### src/rtl/core_sequencer_pkg.sv
// Shared core definitions: sequencer state encoding, opcode map and the
// flag-setting opcode predicate (the decoder uses the same opcode values).
package core_sequencer_pkg;

    typedef enum logic [2:0] {
        ST_FETCH  = 3'd0,
        ST_DECODE = 3'd1,
        ST_EXEC   = 3'd2,
        ST_WB     = 3'd3,
        ST_HALT   = 3'd4
    } seq_state_t;

    localparam logic [3:0] OP_NOP  = 4'h0;
    localparam logic [3:0] OP_ADD  = 4'h1;
    localparam logic [3:0] OP_ADDZ = 4'h2;
    localparam logic [3:0] OP_SUB  = 4'h3;
    localparam logic [3:0] OP_AND  = 4'h4;
    localparam logic [3:0] OP_NOR  = 4'h5;
    localparam logic [3:0] OP_HLT  = 4'hF;

    function automatic logic is_flag_op(input logic [3:0] op);
        return (op == OP_ADD) || (op == OP_ADDZ) || (op == OP_SUB) ||
               (op == OP_AND) || (op == OP_NOR);
    endfunction

endpackage

### src/rtl/core_sequencer_timeout.sv
// Fetch wait counter: counts cycles spent waiting for instruction memory and
// flags the last permitted cycle. LIMIT of 0 disables expiry.
module fetch_timeout_ctr #(
    parameter int LIMIT = 15
) (
    input  logic clk,
    input  logic rst_n,
    input  logic clr,
    input  logic en,
    output logic expired
);
    localparam int W = $clog2(LIMIT) + 1;
    localparam logic [W-1:0] LAST = (LIMIT == 0) ? '0 : W'(LIMIT - 1);

    logic [W-1:0] cnt;

    always_ff @(posedge clk) begin
        if (!rst_n || clr)
            cnt <= '0;
        else if (en)
            cnt <= cnt + W'(1);
    end

    assign expired = (LIMIT != 0) && (cnt == LAST);

endmodule

### src/rtl/core_sequencer.sv
// Multi-cycle FETCH->DECODE->EXEC->WB sequencer for the 16-bit core: owns the
// PC, instruction register, Z flag, retire counter and halt/fetch-error status.
module core_sequencer
    import core_sequencer_pkg::*;
#(
    parameter int                ADDR_W   = 16,
    parameter logic [ADDR_W-1:0] RESET_PC = '0,
    parameter int                FETCH_TO = 15,
    parameter int                CNT_W    = 16
) (
    input  logic              clk,
    input  logic              rst_n,
    output logic              imem_rd_en,
    output logic [ADDR_W-1:0] imem_addr,
    input  logic              imem_rdy,
    input  logic [15:0]       imem_data,
    output logic [15:0]       instr,
    output logic              zr,
    input  logic              dec_hlt,
    input  logic              dec_we,
    input  logic              dec_re0,
    input  logic              dec_re1,
    input  logic              alu_zr,
    output logic              rf_re0,
    output logic              rf_re1,
    output logic              rf_we,
    output logic [ADDR_W-1:0] pc,
    output logic              halted,
    output logic              fetch_err,
    output logic [CNT_W-1:0]  retired
);
    seq_state_t state, state_nxt;
    logic       to_expired;

    // Counter is held clear outside FETCH, so every FETCH entry starts at zero.
    fetch_timeout_ctr #(.LIMIT(FETCH_TO)) u_timeout (
        .clk     (clk),
        .rst_n   (rst_n),
        .clr     (state != ST_FETCH),
        .en      ((state == ST_FETCH) && !imem_rdy),
        .expired (to_expired)
    );

    assign imem_addr = pc;

    always_comb begin
        state_nxt  = state;
        imem_rd_en = 1'b0;
        rf_re0     = 1'b0;
        rf_re1     = 1'b0;
        rf_we      = 1'b0;
        case (state)
            ST_FETCH: begin
                imem_rd_en = 1'b1;
                if (imem_rdy)
                    state_nxt = ST_DECODE;
                else if (to_expired)
                    state_nxt = ST_HALT;
            end
            ST_DECODE: begin
                if (dec_hlt) begin
                    state_nxt = ST_HALT;
                end else begin
                    rf_re0    = dec_re0;
                    rf_re1    = dec_re1;
                    state_nxt = ST_EXEC;
                end
            end
            ST_EXEC: begin
                rf_re0    = dec_re0;
                rf_re1    = dec_re1;
                state_nxt = ST_WB;
            end
            ST_WB: begin
                rf_we     = dec_we;
                state_nxt = ST_FETCH;
            end
            ST_HALT:  state_nxt = ST_HALT;
            default:  state_nxt = ST_FETCH;
        endcase
        if (!rst_n) begin
            imem_rd_en = 1'b0;
            rf_re0     = 1'b0;
            rf_re1     = 1'b0;
            rf_we      = 1'b0;
        end
    end

    always_ff @(posedge clk) begin
        if (!rst_n) begin
            state     <= ST_FETCH;
            pc        <= RESET_PC;
            instr     <= 16'h0000;
            zr        <= 1'b0;
            halted    <= 1'b0;
            fetch_err <= 1'b0;
            retired   <= '0;
        end else begin
            state <= state_nxt;
            case (state)
                ST_FETCH: begin
                    if (imem_rdy) begin
                        instr <= imem_data;
                    end else if (to_expired) begin
                        fetch_err <= 1'b1;
                        halted    <= 1'b1;
                    end
                end
                ST_DECODE: if (dec_hlt) halted <= 1'b1;
                // Z updates at WB so an addz's dec_we stays stable through its own WB.
                ST_WB: begin
                    pc      <= pc + ADDR_W'(1);
                    retired <= retired + CNT_W'(1);
                    if (is_flag_op(instr[15:12]))
                        zr <= alu_zr;
                end
                default: ;
            endcase
        end
    end

endmodule

### config.mk
export PLATFORM = sky130hd
export DESIGN_NAME = core_sequencer
export DESIGN_NICKNAME = d
export VERILOG_FILES = /design/src/rtl/core_sequencer_pkg.sv /design/src/rtl/core_sequencer_timeout.sv /design/src/rtl/core_sequencer.sv
export SDC_FILE = /design/constraint.sdc
export NUM_CORES = 1
export LEC_CHECK = 0
export BUFFER_PORTS_ARGS = -buffer_cell sky130_fd_sc_hd__buf_2
export CELL_PAD_IN_SITES_DETAIL_PLACEMENT = 1
export CELL_PAD_IN_SITES_GLOBAL_PLACEMENT = 2
export CORE_UTILIZATION = 30
export DETAILED_ROUTE_END_ITERATION = 8
export PLACE_DENSITY = 0.92
export SLEW_MARGIN = 15
export SYNTH_ARGS = -nofsm -noshare
export SYNTH_HDL_FRONTEND = slang
export SYNTH_HIERARCHICAL = 1
export SYNTH_SLANG_ARGS = --single-unit
### constraint.sdc
create_clock -name clk -period 3.3 [get_ports clk]
set_input_delay 0.165 -clock clk [delete_from_list [all_inputs] [get_ports clk]]
set_output_delay 0.165 -clock clk [all_outputs]
set_load 0.01 [all_outputs]
==> results by group <==
Critical path
  • Crit path DAT: 2.34 ns
  • Type of the worst setup path: reg2reg
  • Setup crit start kind: register
  • Critical path peak fanout: 13
  • R2r worst-path depth: 4
  • Flop-to-flop setup slack: roughly 1.2 ns
  • Worst endpoint required time: 3.54 ns
  • CP Capture Type: register
  • Worst r2r dst: imem_addr[15]
  • Crit Reg-Reg Startpoint: state[0]

Status
  • Status: completed

Drt
  • Final ANT Viol Nets: 0
  • Avg WL per Cell: about 14 um
  • Via Count: 2420
  • First-pass DRT Iterations: 4
  • Drt drc: 0
  • Vias/cell: ~4.9
  • 1st-iter DRT viols: 49
  • DRT Wirelength: 6724 um

Floorplan
  • I/O Pins: 95
  • Die H: 96.01 um
  • Core area: approximately 0.0084 mm^2
  • Die W: 96.01 um
  • Die area: 0.009218 mm^2
  • Initial Utilization: between 30% and 40%
  • # rows: 33

Synth
  • Cell area after synthesis: 0.002651 mm^2
  • Synth warn: 6
  • Yosys cell types: 39
  • Post-Syn Nets: 341
  • Post-synth EDFFs: 0
  • Async SR Flop Fraction: 0%
  • Seq/Total Area, Yosys: between 40% and 50%
  • Ys flop type: dfxtp_1
  • Syn Area/Cell: 8.471 um^2
  • Number of synthesized register bits: 59
  • Cells after Synth: around 310

CTS
  • CTS Hold Buffers Added: 0
  • Post_cts resized: 0
  • CTS sink count: 59
  • CTS Root Cell: clkbuf_8
  • Post-CTS Setup Bufs: 0
  • Clock edge transition at the registers on the reported setup and hold paths: 0.07 ns
  • Clk buf depth: 2
  • CTS Buf Count: 9
  • CTS tree: built
  • CTS H-tree lvls: 3
  • Worst-Skew Late Latency: 0.32 ns

Power
  • Logic pwr share: 8.5%
  • Switch Pwr: 0.3835 mW
  • Worst vdd ir: 0.1871 mV
  • Power share of the clock group: 43.1%
  • Static leakage: 1.502 nW
  • Power per Cell Area: roughly 480 mW/mm^2
  • Sw frac: 24.60%
  • Pint: 1.175 mW
  • Reg power frac: 48.3%

Global route
  • M3 GR Usage: about 3.5%
  • Met2 Use GR: 26.48%
  • Largest net degree at the start of global routing: 31
  • Aggregate global-route resource usage: between 15 and 20%
  • Global-route wire length before repair: 10960 um
  • Global routing's busiest layer: met2
  • Vias in the first global route: 2386
  • Total gr overflow: 0
  • Met1 Use GR: 18.61%
  • Initial antenna violation count: 0

STA
  • Hold Vio Cnt, Final: 0
  • Worst-Margin Slew: 0.9957 ns
  • Post-layout min period: 2.091 ns
  • Setup TNS: 0 ns
  • Worst clock skew: around 0.0087 ns
  • Period utilisation layout: 63.37%
  • Slew HR: 33.55%
  • Max frequency: around 0.48 GHz
  • Slew Limit Fails: 0
  • RSZ-0062 raised after global routing: false
  • Final Setup Violations: 0

Placement
  • Post-DP HPWL: 4866 um
  • GPL Wtd Cong: roughly 0.74
  • PortBufs: 94
  • Placed cell count: 482

Layout
  • Final cell count without fillers: 498
  • Area delta synth->final: 23.60%
  • Fillers: 1030
  • Antenna Cells: 0
  • Layout cells sized above 1: 28.75%
  • Layout Nets: 416

Hold path
  • Hold Startpoint: alu_zr
  • Worst hold path depth: 3
  • Worst hold path type: in2reg
  • Hold-critical path endpoint: zr

Job
  • Max cap viols: 0
-- cells by family (layout without fill, tap and decap cells) --
kind of cell	after synthesis	after routing	share of synthesized area, %
fa+ha+maj	4	4	1.888
flops	59	59	44.55
xor+xnor	21	21	6.937
compound gates	41	41	8.778
mux	7	7	2.643
buf+inv	38	118	8.070
simple gates	143	143	27.14
-- stage by stage --
step	cell area [um^2]	power, mW	worst slack, ns	hold slack, ns	util (%)
after floorplan	2651	0.8534	1.531	0.3010	-
after global placement	3073	0.8993	1.295	0.4100	36.66
after detailed placement	3073	0.9059	1.200	0.4101	36.66
after CTS	3277	1.583	1.178	0.05906	39.10
after global routing	3277	1.629	1.027	0.06840	39.10
final	3277	1.559	1.209	0.07212	39.10
-- placed cells by master (no fill, tap or decap), types with 9 or more instances in the layout --
| cell | Yosys | layout |
|---|---|---|
| dfxtp_1 | 59 | 59 |
| nand4_1 | 9 | 9 |
| a21oi_1 | 28 | 28 |
| nand2_1 | 48 | 48 |
| clkbuf_8 | 0 | 11 |
| nand3_1 | 11 | 11 |
| nor3_1 | 10 | 10 |
| xnor2_1 | 13 | 13 |
| nor2_1 | 30 | 30 |
| buf_2 | 3 | 94 |
-- power groups by stage --
stage | Combinational [mW] | Clock, mW | Sequential (mW)
finish | 0.133 | 0.672 | 0.754
global route | 0.152 | 0.720 | 0.756
CTS | 0.137 | 0.693 | 0.754
detailed placement | 0.136 | 0 | 0.770
floorplan | 0.0827 | 0 | 0.771
global placement | 0.132 | 0 | 0.768
-- registers in the layout, summed over array words and instances, names as in the netlist --
signal and flops:
imem_addr 16, instr 16, retired 16, u_timeout/cnt 5, state 3, fetch_err 1
halted 1, zr 1
-- layer usage --
layer	vias up	routed length [um]
met3	8	278
li1	1203	-
met1	1151	3123
met4	0	68
met5	-	0
met2	58	3253
-- worst max path at each step --
stage            startpoint  slack (ns)             to  depth (start not counted)
6_report           state[0]        1.21  imem_addr[15]                          4
5_1_grt            state[0]        1.03  imem_addr[15]                          4
4_1_cts            state[0]        1.18  imem_addr[15]                          4
3_5_place_dp       state[0]        1.20  imem_addr[15]                          4
3_3_place_gp       state[0]        1.30  imem_addr[15]                          4
2_1_floorplan  imem_addr[0]        1.53  imem_addr[14]                          6
-- cells in the mapped netlist (5+ instances only) --
cell / n / area, um^2
nand2_1: 48 / 180.2
nor3_1: 10 / 50.05
mux2i_1: 7 / 70.07
dfxtp_1: 59 / 1181
nor2_1: 30 / 112.6
a21oi_1: 28 / 140.1
nand4_1: 9 / 56.30
xnor2_1: 13 / 113.9
nor4_1: 5 / 31.28
inv_1: 7 / 26.28
nand3_1: 11 / 55.05
xor2_1: 8 / 70.07
clkbuf_1: 9 / 33.78
buf_4: 18 / 135.1
-- cell type report --
| cell class | instances | area, um^2 | area share (%) |
|---|---|---|---|
| Inverter | 7 | 26.28 | 0.8018 |
| Multi-Input combinational cell | 216 | 1256 | 38.34 |
| Clock buffer | 12 | 155.1 | 4.735 |
| Sequential cell | 59 | 1181 | 36.04 |
| Timing Repair Buffer | 95 | 478.0 | 14.59 |
| Tap cell | 105 | 131.4 | 4.009 |
| Clock inverter | 4 | 48.80 | 1.489 |
-- critical path, cell delays in order (launching register included) --
cell     delay [ns]
dfxtp_1        0.53
and3b_1        0.53
nand2_1        0.24
or4_1          0.56
a21oi_1        0.15
Note: power is estimated with default switching activity, not from simulation.
